**config.mk**
```make
export PLATFORM = sky130hd
export DESIGN_NAME = vga_line_fetcher
export DESIGN_NICKNAME = d
export VERILOG_FILES = /design/src/rtl/vga_line_fetcher.sv
export SDC_FILE = /design/constraint.sdc
export NUM_CORES = 1
export LEC_CHECK = 0
export BUFFER_PORTS_ARGS = -buffer_cell sky130_fd_sc_hd__clkbuf_2
export CAP_MARGIN = 10
export CELL_PAD_IN_SITES_DETAIL_PLACEMENT = 2
export CELL_PAD_IN_SITES_GLOBAL_PLACEMENT = 2
export CORE_MARGIN = 5
export CORE_UTILIZATION = 36
export DETAILED_ROUTE_END_ITERATION = 16
export PLACE_DENSITY = 0.91
export RECOVER_POWER = 25
export SLEW_MARGIN = 40
export SYNTH_ARGS = -nofsm -noshare
export SYNTH_HDL_FRONTEND = slang
export SYNTH_SLANG_ARGS = --single-unit
```
**constraint.sdc**
```tcl
create_clock -name vga_clk -period 5.5 [get_ports vga_clk]
set_clock_uncertainty 0.2 [all_clocks]
set_input_delay 0.275 -clock vga_clk [delete_from_list [all_inputs] [get_ports vga_clk]]
set_output_delay 0.275 -clock vga_clk [all_outputs]
set_load 0.03 [all_outputs]
```
**src/rtl/vga_line_fetcher.sv**
```systemverilog
// vga_line_fetcher: on each read_line_req rise, fetches one display line from
// frame memory in fixed-length bursts into ping-pong line buffer A or B.
module vga_line_fetcher #(
    parameter int BURST_LEN   = 16,
    parameter int LINE_STRIDE = 1024,
    parameter int MEM_AW      = 26
) (
    input  logic              vga_clk,
    input  logic              rst_n_w,
    input  logic              read_line_req,
    input  logic              read_line_A_B,
    input  logic [15:0]       read_line_addr,
    input  logic [10:0]       line_words,
    output logic              mem_rd_req,
    output logic [MEM_AW-1:0] mem_rd_addr,
    input  logic              mem_rd_ack,
    input  logic              mem_rd_valid,
    input  logic [15:0]       mem_rd_data,
    output logic [9:0]        buf_wr_addr,
    output logic [15:0]       buf_wr_data,
    output logic              buf_wrA_en,
    output logic              buf_wrB_en,
    output logic              busy,
    output logic              line_done,
    output logic              overrun
);
    localparam int CW = $clog2(LINE_STRIDE);
    localparam int BW = $clog2(BURST_LEN);
    localparam logic [BW-1:0] LAST_BEAT = BW'(BURST_LEN - 1);

    typedef enum logic [1:0] {IDLE, REQ, DATA, DONE} state_t;

    state_t      state_q;
    state_t      state_d;
    logic        req_d;
    logic [15:0] line_q;
    logic        sel_q;
    logic [15:0] pend_line_q;
    logic        pend_sel_q;
    logic        pending_q;
    logic        abort_q;
    logic [10:0] col_q;
    logic [BW-1:0] beat_q;

    logic        rise;
    logic        in_fetch;
    logic        no_words;
    logic        abort_now;
    logic        wr_ok;
    logic        last_beat;
    logic        start;
    logic        restart;
    logic        launch;
    logic [10:0] col_next;
    logic [15:0] new_line;
    logic        new_sel;
    logic [MEM_AW-1:0] launch_addr;

    assign rise      = read_line_req & ~req_d;
    assign in_fetch  = (state_q != IDLE);
    assign no_words  = (line_words == 11'd0);
    assign abort_now = abort_q | rise;
    assign wr_ok     = (state_q == DATA) & mem_rd_valid & ~abort_now
                     & (col_q < line_words);
    assign col_next  = col_q + {10'd0, wr_ok};
    assign last_beat = mem_rd_valid & (beat_q == LAST_BEAT);
    assign start     = (state_q == IDLE) & rise;
    assign restart   = (state_q == DONE) & (rise | pending_q);

    // A rise in DONE is newer than anything parked in the pending slot
    assign new_line = (state_q == DONE && !rise) ? pend_line_q : read_line_addr;
    assign new_sel  = (state_q == DONE && !rise) ? pend_sel_q : read_line_A_B;

    assign launch      = (state_d == REQ) && (state_q != REQ);
    assign launch_addr = (state_q == DATA) ? {line_q, col_next[CW-1:0]}
                                           : {new_line, {CW{1'b0}}};

    always_ff @(posedge vga_clk or negedge rst_n_w) begin
        if (!rst_n_w) state_q <= IDLE;
        else          state_q <= state_d;
    end

    always_comb begin
        state_d = state_q;
        unique case (state_q)
            IDLE: if (rise) state_d = no_words ? DONE : REQ;
            REQ: begin
                if (mem_rd_ack) state_d = DATA;
                else if (rise)  state_d = DONE;
            end
            DATA: begin
                if (last_beat)
                    state_d = (col_next >= line_words || abort_now) ? DONE : REQ;
            end
            DONE: begin
                if (restart) state_d = no_words ? DONE : REQ;
                else         state_d = IDLE;
            end
            default: state_d = IDLE;
        endcase
    end

    always_ff @(posedge vga_clk or negedge rst_n_w) begin
        if (!rst_n_w) begin
            req_d       <= 1'b0;
            line_q      <= '0;
            sel_q       <= 1'b0;
            pend_line_q <= '0;
            pend_sel_q  <= 1'b0;
            pending_q   <= 1'b0;
            abort_q     <= 1'b0;
            col_q       <= '0;
            beat_q      <= '0;
            mem_rd_req  <= 1'b0;
            mem_rd_addr <= '0;
            buf_wr_addr <= '0;
            buf_wr_data <= '0;
            buf_wrA_en  <= 1'b0;
            buf_wrB_en  <= 1'b0;
            busy        <= 1'b0;
            line_done   <= 1'b0;
            overrun     <= 1'b0;
        end else begin
            req_d      <= read_line_req;
            buf_wrA_en <= 1'b0;
            buf_wrB_en <= 1'b0;
            line_done  <= 1'b0;
            overrun    <= rise & in_fetch;
            if (rise && in_fetch) begin
                pend_line_q <= read_line_addr;
                pend_sel_q  <= read_line_A_B;
                pending_q   <= 1'b1;
                abort_q     <= 1'b1;
            end
            if (state_q == REQ && (mem_rd_ack || rise)) begin
                mem_rd_req <= 1'b0;
                beat_q     <= '0;
            end
            if (state_q == DATA && mem_rd_valid) beat_q <= beat_q + 1'b1;
            if (wr_ok) begin
                buf_wr_addr <= col_q[CW-1:0];
                buf_wr_data <= mem_rd_data;
                buf_wrA_en  <= ~sel_q;
                buf_wrB_en  <= sel_q;
                col_q       <= col_next;
            end
            if (state_q == DONE) begin
                line_done <= ~abort_q;
                busy      <= 1'b0;
                abort_q   <= 1'b0;
            end
            if (start || restart) begin
                line_q    <= new_line;
                sel_q     <= new_sel;
                col_q     <= '0;
                busy      <= 1'b1;
                pending_q <= 1'b0;
                abort_q   <= 1'b0;
            end
            if (launch) begin
                mem_rd_req  <= 1'b1;
                mem_rd_addr <= launch_addr;
            end
        end
    end

endmodule

```
==> results.json, run 1 <==
{
  "synthesis.nets": 546,
  "max_freq_ghz": 0.196,
  "power_mw": 3.40,
  "synth_edf_count": 0,
  "areaGrowthSynthToFinish_pct": 26.3,
  "worst_ep_required_time_ns": 5.53,
  "leakage_nw": 3.33,
  "ctsHoldBuffers": 35,
  "first_pass_iters": 4,
  "ys.flop_type": "dfrtp_1",
  "final_cell_mix": "dfrtp_1 (112), clkbuf_2 (93), nand2_1 (43)",
  "drt-met1-wl_mm": 6.77,
  "grt_pass1_vias": 4948,
  "clock_latency_ns": 0.36,
  "wl_per_cell_microns": 21.0,
  "grt_pass1_wl_mm": 27.6,
  "synth_top_area_share_pct": 51.8,
  "p_sw_share_pct": 39.1,
  "arrival_ns": 5.12,
  "pwr-share-seq_pct": 38.5,
  "grt_start_max_net_pins": 58,
  "clkPwrFrac_pct": 23.1,
  "syn_inst": 473,
  "final_antenna_net_count": 0,
  "slew_headroom_pct": -117,
  "cap_violations": 1,
  "start_util_pct": 36.9,
  "r2r-start": "col_q[4]",
  "p_per_area_nw_per_um2": 498,
  "synth_largest_area_cell": "dfrtp_1",
  "layout_commonest_cell": "dfrtp_1",
  "drv_slew": 58,
  "worstPathMaxFanout": 27,
  "top_layer": "met4",
  "clockRootBuffer": "clkbuf_16",
  "drtIter0Drc": 126,
  "final_nets": 684,
  "rsz0062_at_grt": "no",
  "crit_path_start_kind": "flip-flop",
  "min_path_type": "in -> reg",
  "h-tree-depth": 3,
  "grtUsageTotal_pct": 19.7,
  "critPathCaptureType": "flip-flop",
  "combPwrFrac_pct": 38.3,
  "cts_sinks": 112,
  "drive_above_1_share_pct": 29.2,
  "setup.worst_path.class": "reg -> reg",
  "die_w_microns": 133,
  "period_needed_ns": 5.10,
  "setup_tns_ns": 0,
  "finalCritPeriodShare_pct": 92.7,
  "gp_congestion": 0.845,
  "avgSynthCellArea_sq_um": 11.4,
  "hp-start": "mem_rd_valid",
  "synth-async-reset-ratio_pct": 100,
  "route.met2.wl_mm": 8.95,
  "antenna_found_initial": 0,
  "vdd_ir_drop_max_v": 0.000233,
  "ys_warn_count": 0,
  "die-area_sq_um": 17600,
  "clock_path_buffers": 2,
  "io_pins": 107,
  "dp_hpwl_mm": 11.4,
  "grt_overflow": 0,
  "status": "complete, but fails checks",
  "finalHoldViolations": 0,
  "yosysSeqAreaShare_pct": 51.8,
  "crit_start": "col_q[4]",
  "ys_types": 44,
  "p_int_mw": 2.07,
  "worst_pin_slew_ns": 3.25,
  "core-area_sq_um": 14600,
  "path_clk_slew_ns": 0.08,
  "wl_met3_microns": 801,
  "routed_via_density": 5.19,
  "syn_area_sq_um": 5410,
  "synth_area_leaders": "dfrtp_1 (52%), mux2_2 (7.9%), ha_1 (5.6%)",
  "diodes": 0,
  "dr_total_vias": 4151,
  "cts_tree": "done",
  "failed_checks": "capacitance limit, slew limit",
  "wl_mm": 16.8,
  "fp-row-count": 44,
  "io_buffers": 106,
  "cts_buffers": 9,
  "setup_violations": 0,
  "dieHeight_microns": 133,
  "route.detailed.drc": 0,
  "cts_setup_buffers": 0,
  "power_switching_mw": 1.33,
  "ys_ff_latch": 112,
  "cts_resized": 0
}
power by group through the flow:
| stage | combinational (mW) | sequential (mW) | clock [mW] |
|---|---|---|---|
| after floorplan | 0.666 | 1.52 | 0 |
| after global placement | 1.20 | 1.28 | 0 |
| after detailed placement | 1.29 | 1.31 | 0 |
| after CTS | 1.33 | 1.31 | 0.797 |
| after global routing | 1.41 | 1.34 | 0.836 |
| final | 1.30 | 1.31 | 0.786 |
cells in the mapped netlist (3+ instances only):
| cell | n |
|---|---|
| mux2_4 | 16 |
| o21ai_1 | 4 |
| nor3_1 | 3 |
| xor2_1 | 5 |
| nor2_1 | 35 |
| a21oi_1 | 26 |
| dfrtp_1 | 112 |
| buf_2 | 6 |
| ha_1 | 24 |
| mux2_1 | 12 |
| clkbuf_1 | 11 |
| nand2_1 | 43 |
| mux2_2 | 38 |
| o21ai_0 | 30 |
| nand3_1 | 17 |
| nor2b_1 | 3 |
| mux2i_1 | 22 |
| inv_1 | 22 |
| a21o_1 | 4 |
| nand4_1 | 6 |
| and2_1 | 3 |
| xnor2_1 | 4 |
cells by family (layout without fill, tap and decap cells):
family | count (synthesis) | after routing | share of synthesized area, %
adders and majority gates | 24 | 24 | 5.55
buffers and inverters | 44 | 187 | 3.61
xor gates and xnor gates | 9 | 9 | 1.46
and+or+nand+nor | 121 | 121 | 10.6
muxes | 88 | 88 | 18.9
DFF | 112 | 112 | 51.8
AOI/OAI and AO/OA | 75 | 75 | 8.03
per-layer routing:
layer / track usage, % / vias to the layer above
met2: 35.9 / 100
met1: 23.0 / 2112
met5: 0 / -
met4: 5.14 / 0
met3: 5.20 / 25
li1: - / 1914
flip-flops by register name, indices dropped and copies added, names as in the netlist:
register,cells
mem_rd_addr,26
buf_wr_data,16
pending_q,1
buf_wrB_en,1
req_d,1
line_q,16
mem_rd_req,1
sel_q,1
line_done,1
pend_sel_q,1
abort_q,1
beat_q,4
buf_wr_addr,10
state_q,2
col_q,11
overrun,1
buf_wrA_en,1
pend_line_q,16
busy,1
stage by stage:
stage / cells / setup WS, ns / hold WS (ns) / utilization [%] / area [sq um]
floorplan: 473 / 1.17 / -0.221 / - / 5410
global placement: 747 / 0.824 / 0.179 / 41.8 / 6110
detailed placement: 748 / 0.506 / 0.193 / 41.9 / 6130
CTS: 799 / 0.377 / 0.000720 / 46.7 / 6840
global route: 800 / 0.0921 / 0.174 / 46.6 / 6830
finish: 800 / 0.404 / 0.140 / 46.6 / 6830
worst paths after layout:
| kind | end | slack (ns) | depth (start not counted) |
|---|---|---|---|
| worst max-delay path | mem_rd_addr[24] | 0.40 | 18 |
| worst min-delay path | beat_q[1] | 0.14 | 4 |
| worst max register to register | mem_rd_addr[24] | 0.40 | 18 |
| worst min register to register | beat_q[3] | 0.30 | 1 |
| max in group asynchronous | buf_wr_addr[2] | 1.91 | 2 |
| min in group asynchronous | pend_line_q[1] | 1.36 | 2 |
area by class of cell:
cell class | instances | area, sq um
Fill cell | 1486 | 7810
Sequential cell | 112 | 2800
Multi-Input combinational cell | 317 | 2430
Timing Repair Buffer | 148 | 927
Clock buffer | 10 | 239
Tap cell | 184 | 230
Clock inverter | 6 | 115
Inverter | 23 | 86.3
worst max-delay path, cell delays in order, from the launching register on:
cell      delay, ns
dfrtp_1        0.44
ha_1           0.32
a21o_1         0.16
a21o_1         0.19
a221oi_1       0.45
o21ai_4        0.11
inv_2          0.09
ha_1           0.25
ha_1           0.35
nand2_1        0.12
nor2_1         0.13
xnor2_1        0.19
inv_1          0.08
ha_1           0.31
a21oi_1        0.13
o21ai_0        0.14
o21ai_1        0.30
nand3_4        0.47
mux2_1         0.51
Note: power is estimated with default switching activity, not from simulation.
==> inputs of run 2 (changes only) <==
PLACE_DENSITY = unset   (was 0.91)
PLACE_DENSITY_LB_ADDON = 0.1   (was unset)
==> run 2 against run 1 <==
The flow still finishes with violations (capacitance limit, slew limit). Utilization fell by 0.28 points. Worst setup slack improved by 0.24 ns. Combinational power is essentially flat. Die area is the same. Via count fell by 2.0%. Sequential power barely moved. Maximum frequency grew 4.8%. Critical endpoint unchanged.
==> results.json, run 2 (synthesis gave the netlist of run 1 again) <==
{
  "clkPwrFrac_pct": 21.0,
  "path_clk_slew_ns": 0.07,
  "pwr-share-seq_pct": 39.7,
  "io_pins": 107,
  "leakage_nw": 3.35,
  "cts_setup_buffers": 0,
  "core-area_sq_um": 14600,
  "max_freq_ghz": 0.206,
  "rr_worst_depth": 18,
  "routed_via_density": 5.08,
  "grt_start_max_net_pins": 71,
  "io_buffers": 106,
  "p_per_area_nw_per_um2": 475,
  "r2r-start": "col_q[4]",
  "period_needed_ns": 4.86,
  "setup_violations": 0,
  "wl_per_cell_microns": 18.6,
  "regMostFlops": "mem_rd_addr",
  "finalCritPeriodShare_pct": 88.4,
  "route.detailed.drc": 0,
  "gp_congestion": 0.808,
  "areaGrowthSynthToFinish_pct": 25.6,
  "drive_above_1_share_pct": 31.0,
  "whs_path_depth": 3,
  "antenna_found_initial": 0,
  "layout_commonest_cell": "dfrtp_1",
  "critPathCaptureType": "flip-flop",
  "dpl_cell_area_sq_um": 6140,
  "slowest_stage": "mux2_1",
  "grt_pass1_wl_mm": 24.8,
  "rrSetupSlack_ns": 0.64,
  "crit_buf_inv": 2,
  "arrival_ns": 4.90,
  "combPwrFrac_pct": 39.3,
  "cap_violations": 1,
  "seqCellArea_sq_um": 2800,
  "grtUsageTotal_pct": 17.6,
  "dp_hpwl_mm": 10.5,
  "die-area_sq_um": 17600,
  "hp-start": "mem_rd_valid",
  "finalHoldViolations": 0,
  "final_nets": 685,
  "ctsHoldBuffers": 36,
  "start_util_pct": 36.9,
  "fin_ws_ns": 0.640,
  "cts_buffers": 9,
  "drv_slew": 71,
  "power_switching_mw": 1.24,
  "dr_total_vias": 4067,
  "cts_resized": 0,
  "vdd_ir_drop_max_v": 0.000196,
  "cts_tree": "done",
  "fp-row-count": 44,
  "fin_area_sq_um": 6790,
  "cts_sinks": 112,
  "worstPathMaxFanout": 27,
  "status": "complete, but fails checks",
  "multi_input_area_sq_um": 2430,
  "wl_mm": 14.9,
  "critPathMaxStageDelay_ns": 0.48,
  "h-tree-depth": 3,
  "p_sw_share_pct": 38.5,
  "final_cell_mix": "dfrtp_1 (112), clkbuf_2 (104), nand2_1 (43)",
  "die_w_microns": 133,
  "failed_checks": "capacitance limit, slew limit",
  "clock_path_buffers": 2,
  "r2r_end": "mem_rd_addr[24]",
  "path_cells": "ha_1 -> a21o_1 -> a21o_1 -> a221oi_1 -> o21ai_4 -> inv_2 -> ha_1 -> ha_1 -> nand2_1 -> nor2_1 -> xnor2_1 -> inv_1 -> ha_1 -> a21oi_1 -> o21ai_0 -> o21ai_1 -> nand3_4 -> mux2_1",
  "grt_pass1_vias": 4598,
  "crit_top_cell": "ha_1",
  "fill_cells": 1518,
  "p_int_mw": 1.98,
  "clockRootBuffer": "clkbuf_16",
  "whs_ns": 0.168,
  "setup_tns_ns": 0,
  "grt_overflow": 0,
  "diodes": 0,
  "final_antenna_net_count": 0,
  "hold_end": "beat_q[0]",
  "power_mw": 3.22,
  "slew_headroom_pct": -172,
  "largest_register_ffs": 26,
  "worst_pin_slew_ns": 4.08,
  "drtIter0Drc": 93,
  "pre_cts_ws_ns": 0.647,
  "first_pass_iters": 4,
  "min_path_type": "in -> reg",
  "dieHeight_microns": 133,
  "clock_latency_ns": 0.36,
  "crit_path_start_kind": "flip-flop",
  "setup.worst_path.class": "reg -> reg",
  "path_delay_family": "compound AO/OA/AOI/OAI gates",
  "worst_ep_required_time_ns": 5.54,
  "rsz0062_at_grt": "no"
}
[run 2: cell count changes in the layout (fill, tap and decap cells not counted)]
| cell | before | now |
|---|---|---|
| buf_4 | 4 | 7 |
| buf_6 | 2 | 0 |
| clkinv_2 | 0 | 2 |
| inv_6 | 1 | 0 |
| bufinv_16 | 3 | 1 |
| clkbuf_1 | 13 | 3 |
| clkbuf_2 | 93 | 104 |
[run 2: worst max-delay path by stage]
stage                     slack, ns          start  depth (start not counted)               to
after global placement         0.77  line_words[4]                         18  mem_rd_addr[22]
after global routing           0.19        rst_n_w                          2   mem_rd_addr[4]
after CTS                      0.59       col_q[4]                         18  mem_rd_addr[24]
after floorplan                1.17       col_q[4]                         21  mem_rd_addr[10]
final                          0.64       col_q[4]                         18  mem_rd_addr[24]
after detailed placement       0.65  line_words[4]                         20  mem_rd_addr[21]
[run 2: worst reg2reg max path, cell delays in order (launching register included)]
cell and delay [ns]:
dfrtp_1 0.44, ha_1 0.33, a21o_1 0.16, a21o_1 0.17, a221oi_1 0.42, o21ai_4 0.09
inv_2 0.08, ha_1 0.21, ha_1 0.33, nand2_1 0.09, nor2_1 0.12, xnor2_1 0.22
inv_1 0.10, ha_1 0.32, a21oi_1 0.13, o21ai_0 0.12, o21ai_1 0.28, nand3_4 0.47
mux2_1 0.49
[run 2: final cells by class]
cell class | instances | share of cell area [%]
clock buffer | 11 | 3.58
clock inverter | 5 | 0.829
inverter | 23 | 1.27
multi-input combinational | 317 | 35.8
sequential | 112 | 41.3
tap | 184 | 3.39
timing repair buffer | 149 | 13.9
[run 2: per-stage QoR]
step,util [%],cells
2_1_floorplan,-,473
3_3_place_gp,41.8,747
3_5_place_dp,41.9,749
4_1_cts,46.4,801
5_1_grt,46.4,801
6_report,46.4,801
[run 2: power groups by stage]
| stage | combinational [mW] | clock, mW | sequential (mW) |
|---|---|---|---|
| after global placement | 1.21 | 0 | 1.28 |
| after floorplan | 0.666 | 0 | 1.52 |
| final | 1.27 | 0.677 | 1.28 |
| after CTS | 1.30 | 0.700 | 1.28 |
| after detailed placement | 1.27 | 0 | 1.30 |
| after global routing | 1.38 | 0.731 | 1.32 |
[run 2: routing by layer]
metal / wire, microns / share of wire [%] / vias up / GRT usage (%)
met2: 7540 / 51 / 65 / 30.6
li1: - / - / 1925 / -
met4: 172 / 1.2 / 0 / 4.56
met5: 0 / 0 / - / 0
met1: 6540 / 44 / 2065 / 21.9
met3: 613 / 4.1 / 12 / 4.14
==> inputs of run 3 (changes only) <==
CORE_ASPECT_RATIO = 1.5   (was unset)
==> run 3 against run 2 <==
The flow still finishes with violations (capacitance limit, slew limit). Sequential power about the same. Utilization shrank 0.80 points. Critical path depth grew 2. Sequential share of layout area decreased by 0.091 points. Flip-flop and latch count is the same. Worst hold slack worse by 0.0034 ns. Global-route usage is 0.35 points higher. Worst setup slack improved by 0.078 ns.
==> results.json, run 3 (synthesis gave the netlist of run 1 again) <==
{
  "status": "complete, but fails checks",
  "failed_checks": "capacitance limit, slew limit",
  "final_cell_mix": "dfrtp_1 (112), clkbuf_2 (94), nand2_1 (43)",
  "grt_overflow": 0,
  "drive_above_1_share_pct": 29.4,
  "crit_path_start_kind": "input port",
  "worstPathMaxFanout": 27,
  "setup_tns_ns": 0,
  "io_buffers": 106,
  "slew_headroom_pct": -119,
  "clock_path_buffers": 2,
  "hold_end": "beat_q[0]",
  "dp_hpwl_mm": 10.7,
  "core-area_sq_um": 14900,
  "fill_cells": 1586,
  "antenna_found_initial": 0,
  "largest_register_ffs": 26,
  "gp_congestion": 0.776,
  "grt_pass1_wl_mm": 24.7,
  "grt_pass1_vias": 4618,
  "layout_commonest_cell": "dfrtp_1",
  "hp-start": "mem_rd_valid",
  "cts_buffers": 9,
  "setup.worst_path.class": "in -> reg",
  "finalHoldViolations": 0,
  "path_clk_slew_ns": 0.08,
  "vdd_ir_drop_max_v": 0.000193,
  "critPathCaptureType": "flip-flop",
  "start_util_pct": 36.2,
  "period_needed_ns": 4.78,
  "wl_per_cell_microns": 18.4,
  "cts_sinks": 112,
  "diodes": 0,
  "min_path_type": "in -> reg",
  "areaGrowthSynthToFinish_pct": 25.9,
  "cap_violations": 1,
  "grtUsageTotal_pct": 17.9,
  "setup_violations": 0,
  "drv_slew": 60,
  "first_pass_iters": 4,
  "leakage_nw": 3.32,
  "whs_path_depth": 3,
  "h-tree-depth": 3,
  "stdcell_count": 815,
  "final_nets": 685,
  "wl_mm": 15.0,
  "finalCritPeriodShare_pct": 86.9,
  "die_w_microns": 110,
  "rrSetupSlack_ns": 0.72,
  "r2r_end": "mem_rd_addr[24]",
  "io_pins": 107,
  "arrival_ns": 4.82,
  "regMostFlops": "mem_rd_addr",
  "rr_worst_depth": 18,
  "r2r-start": "col_q[4]",
  "clock_latency_ns": 0.35,
  "worst_ep_required_time_ns": 5.54,
  "drtIter0Drc": 78,
  "worst_pin_slew_ns": 3.28,
  "max_freq_ghz": 0.209,
  "dieHeight_microns": 160,
  "placedCellCount": 763,
  "grt_start_max_net_pins": 60,
  "fp-row-count": 55,
  "die-area_sq_um": 17600,
  "final_antenna_net_count": 0,
  "route.detailed.drc": 0,
  "dr_total_vias": 4040,
  "cts_tree": "done",
  "clockRootBuffer": "clkbuf_16",
  "p_per_area_nw_per_um2": 472,
  "routed_via_density": 4.96,
  "rsz0062_at_grt": "no"
}
==> run 3: cell types whose count changed in the layout (fill, tap and decap cells not counted), sizes merged <==
| cell | previous run | this run |
|---|---|---|
| inv | 23 | 24 |
| clkinv | 3 | 2 |
| clkbuf | 117 | 116 |
==> run 3: what timing repair did <==
action / in CTS / in global routing
setup buffers: 0 / 0
hold buffers: 36 / 0
hold endpoints to repair: 93 / 0
resized for setup: 0 / 0
==> run 3: how the worst max path moves through the flow <==
stage                     cells after the start  slack [ns]               to          start
after detailed placement                     17        0.69  mem_rd_addr[24]       col_q[4]
after global placement                       20        0.85  mem_rd_addr[21]  line_words[4]
final                                        20        0.72  mem_rd_addr[24]  read_line_req
after floorplan                              21        1.17  mem_rd_addr[10]       col_q[4]
after global routing                         18        0.33  mem_rd_addr[22]       col_q[4]
after CTS                                    18        0.67  mem_rd_addr[24]       col_q[4]
==> run 3: metrics by stage <==
step	instance area (sq um)	hold WS [ns]	worst slack, ns	power [mW]	utilization, %
final	6800	0.165	0.718	3.21	45.6
after global routing	6800	0.191	0.331	3.44	45.6
after CTS	6800	0.161	0.667	3.27	45.5
after detailed placement	6150	0.207	0.686	2.57	41.2
after global placement	6130	0.200	0.849	2.50	41.1
after floorplan	5410	-0.221	1.17	2.18	-
==> run 3: area by class of cell <==
type	count	area, sq um	area share, %
Sequential cell	112	2800	41.2
Multi-Input combinational cell	317	2430	35.7
Timing Repair Buffer	149	941	13.8
Tap cell	199	249	3.66
Clock buffer	10	239	3.51
Inverter	23	86.3	1.27
Clock inverter	5	56.3	0.828
==> run 3: layer usage <==
| metal | vias up | track usage [%] | share of wire [%] |
|---|---|---|---|
| met1 | 2030 | 21.4 | 41 |
| met4 | 0 | 5.79 | 1.5 |
| met2 | 81 | 32.2 | 54 |
| met5 | - | 0 | 0 |
| li1 | 1916 | - | - |
| met3 | 13 | 2.67 | 3.5 |
==> run 3: critical path, stage by stage <==
cell and delay, ns:
dlygate4sd3_1 0.53, clkbuf_1 0.11, nor2b_1 0.14, buf_4 0.18
nor2_1 0.29, o2111a_1 0.34, o21ai_4 0.08, inv_2 0.08
ha_1 0.22, ha_1 0.33, nand2_1 0.09, nor2_1 0.12
xnor2_1 0.18, inv_1 0.08, ha_1 0.32, a21oi_1 0.15
o21ai_0 0.10, o21ai_1 0.25, nand3_4 0.47, mux2_1 0.48
==> run 3: report_power, final <==
part / switching, mW / leakage (nW) / internal (mW)
combinational: 0.752 / 1.78 / 0.503
sequential: 0.181 / 1.40 / 1.11
clock: 0.307 / 0.145 / 0.364
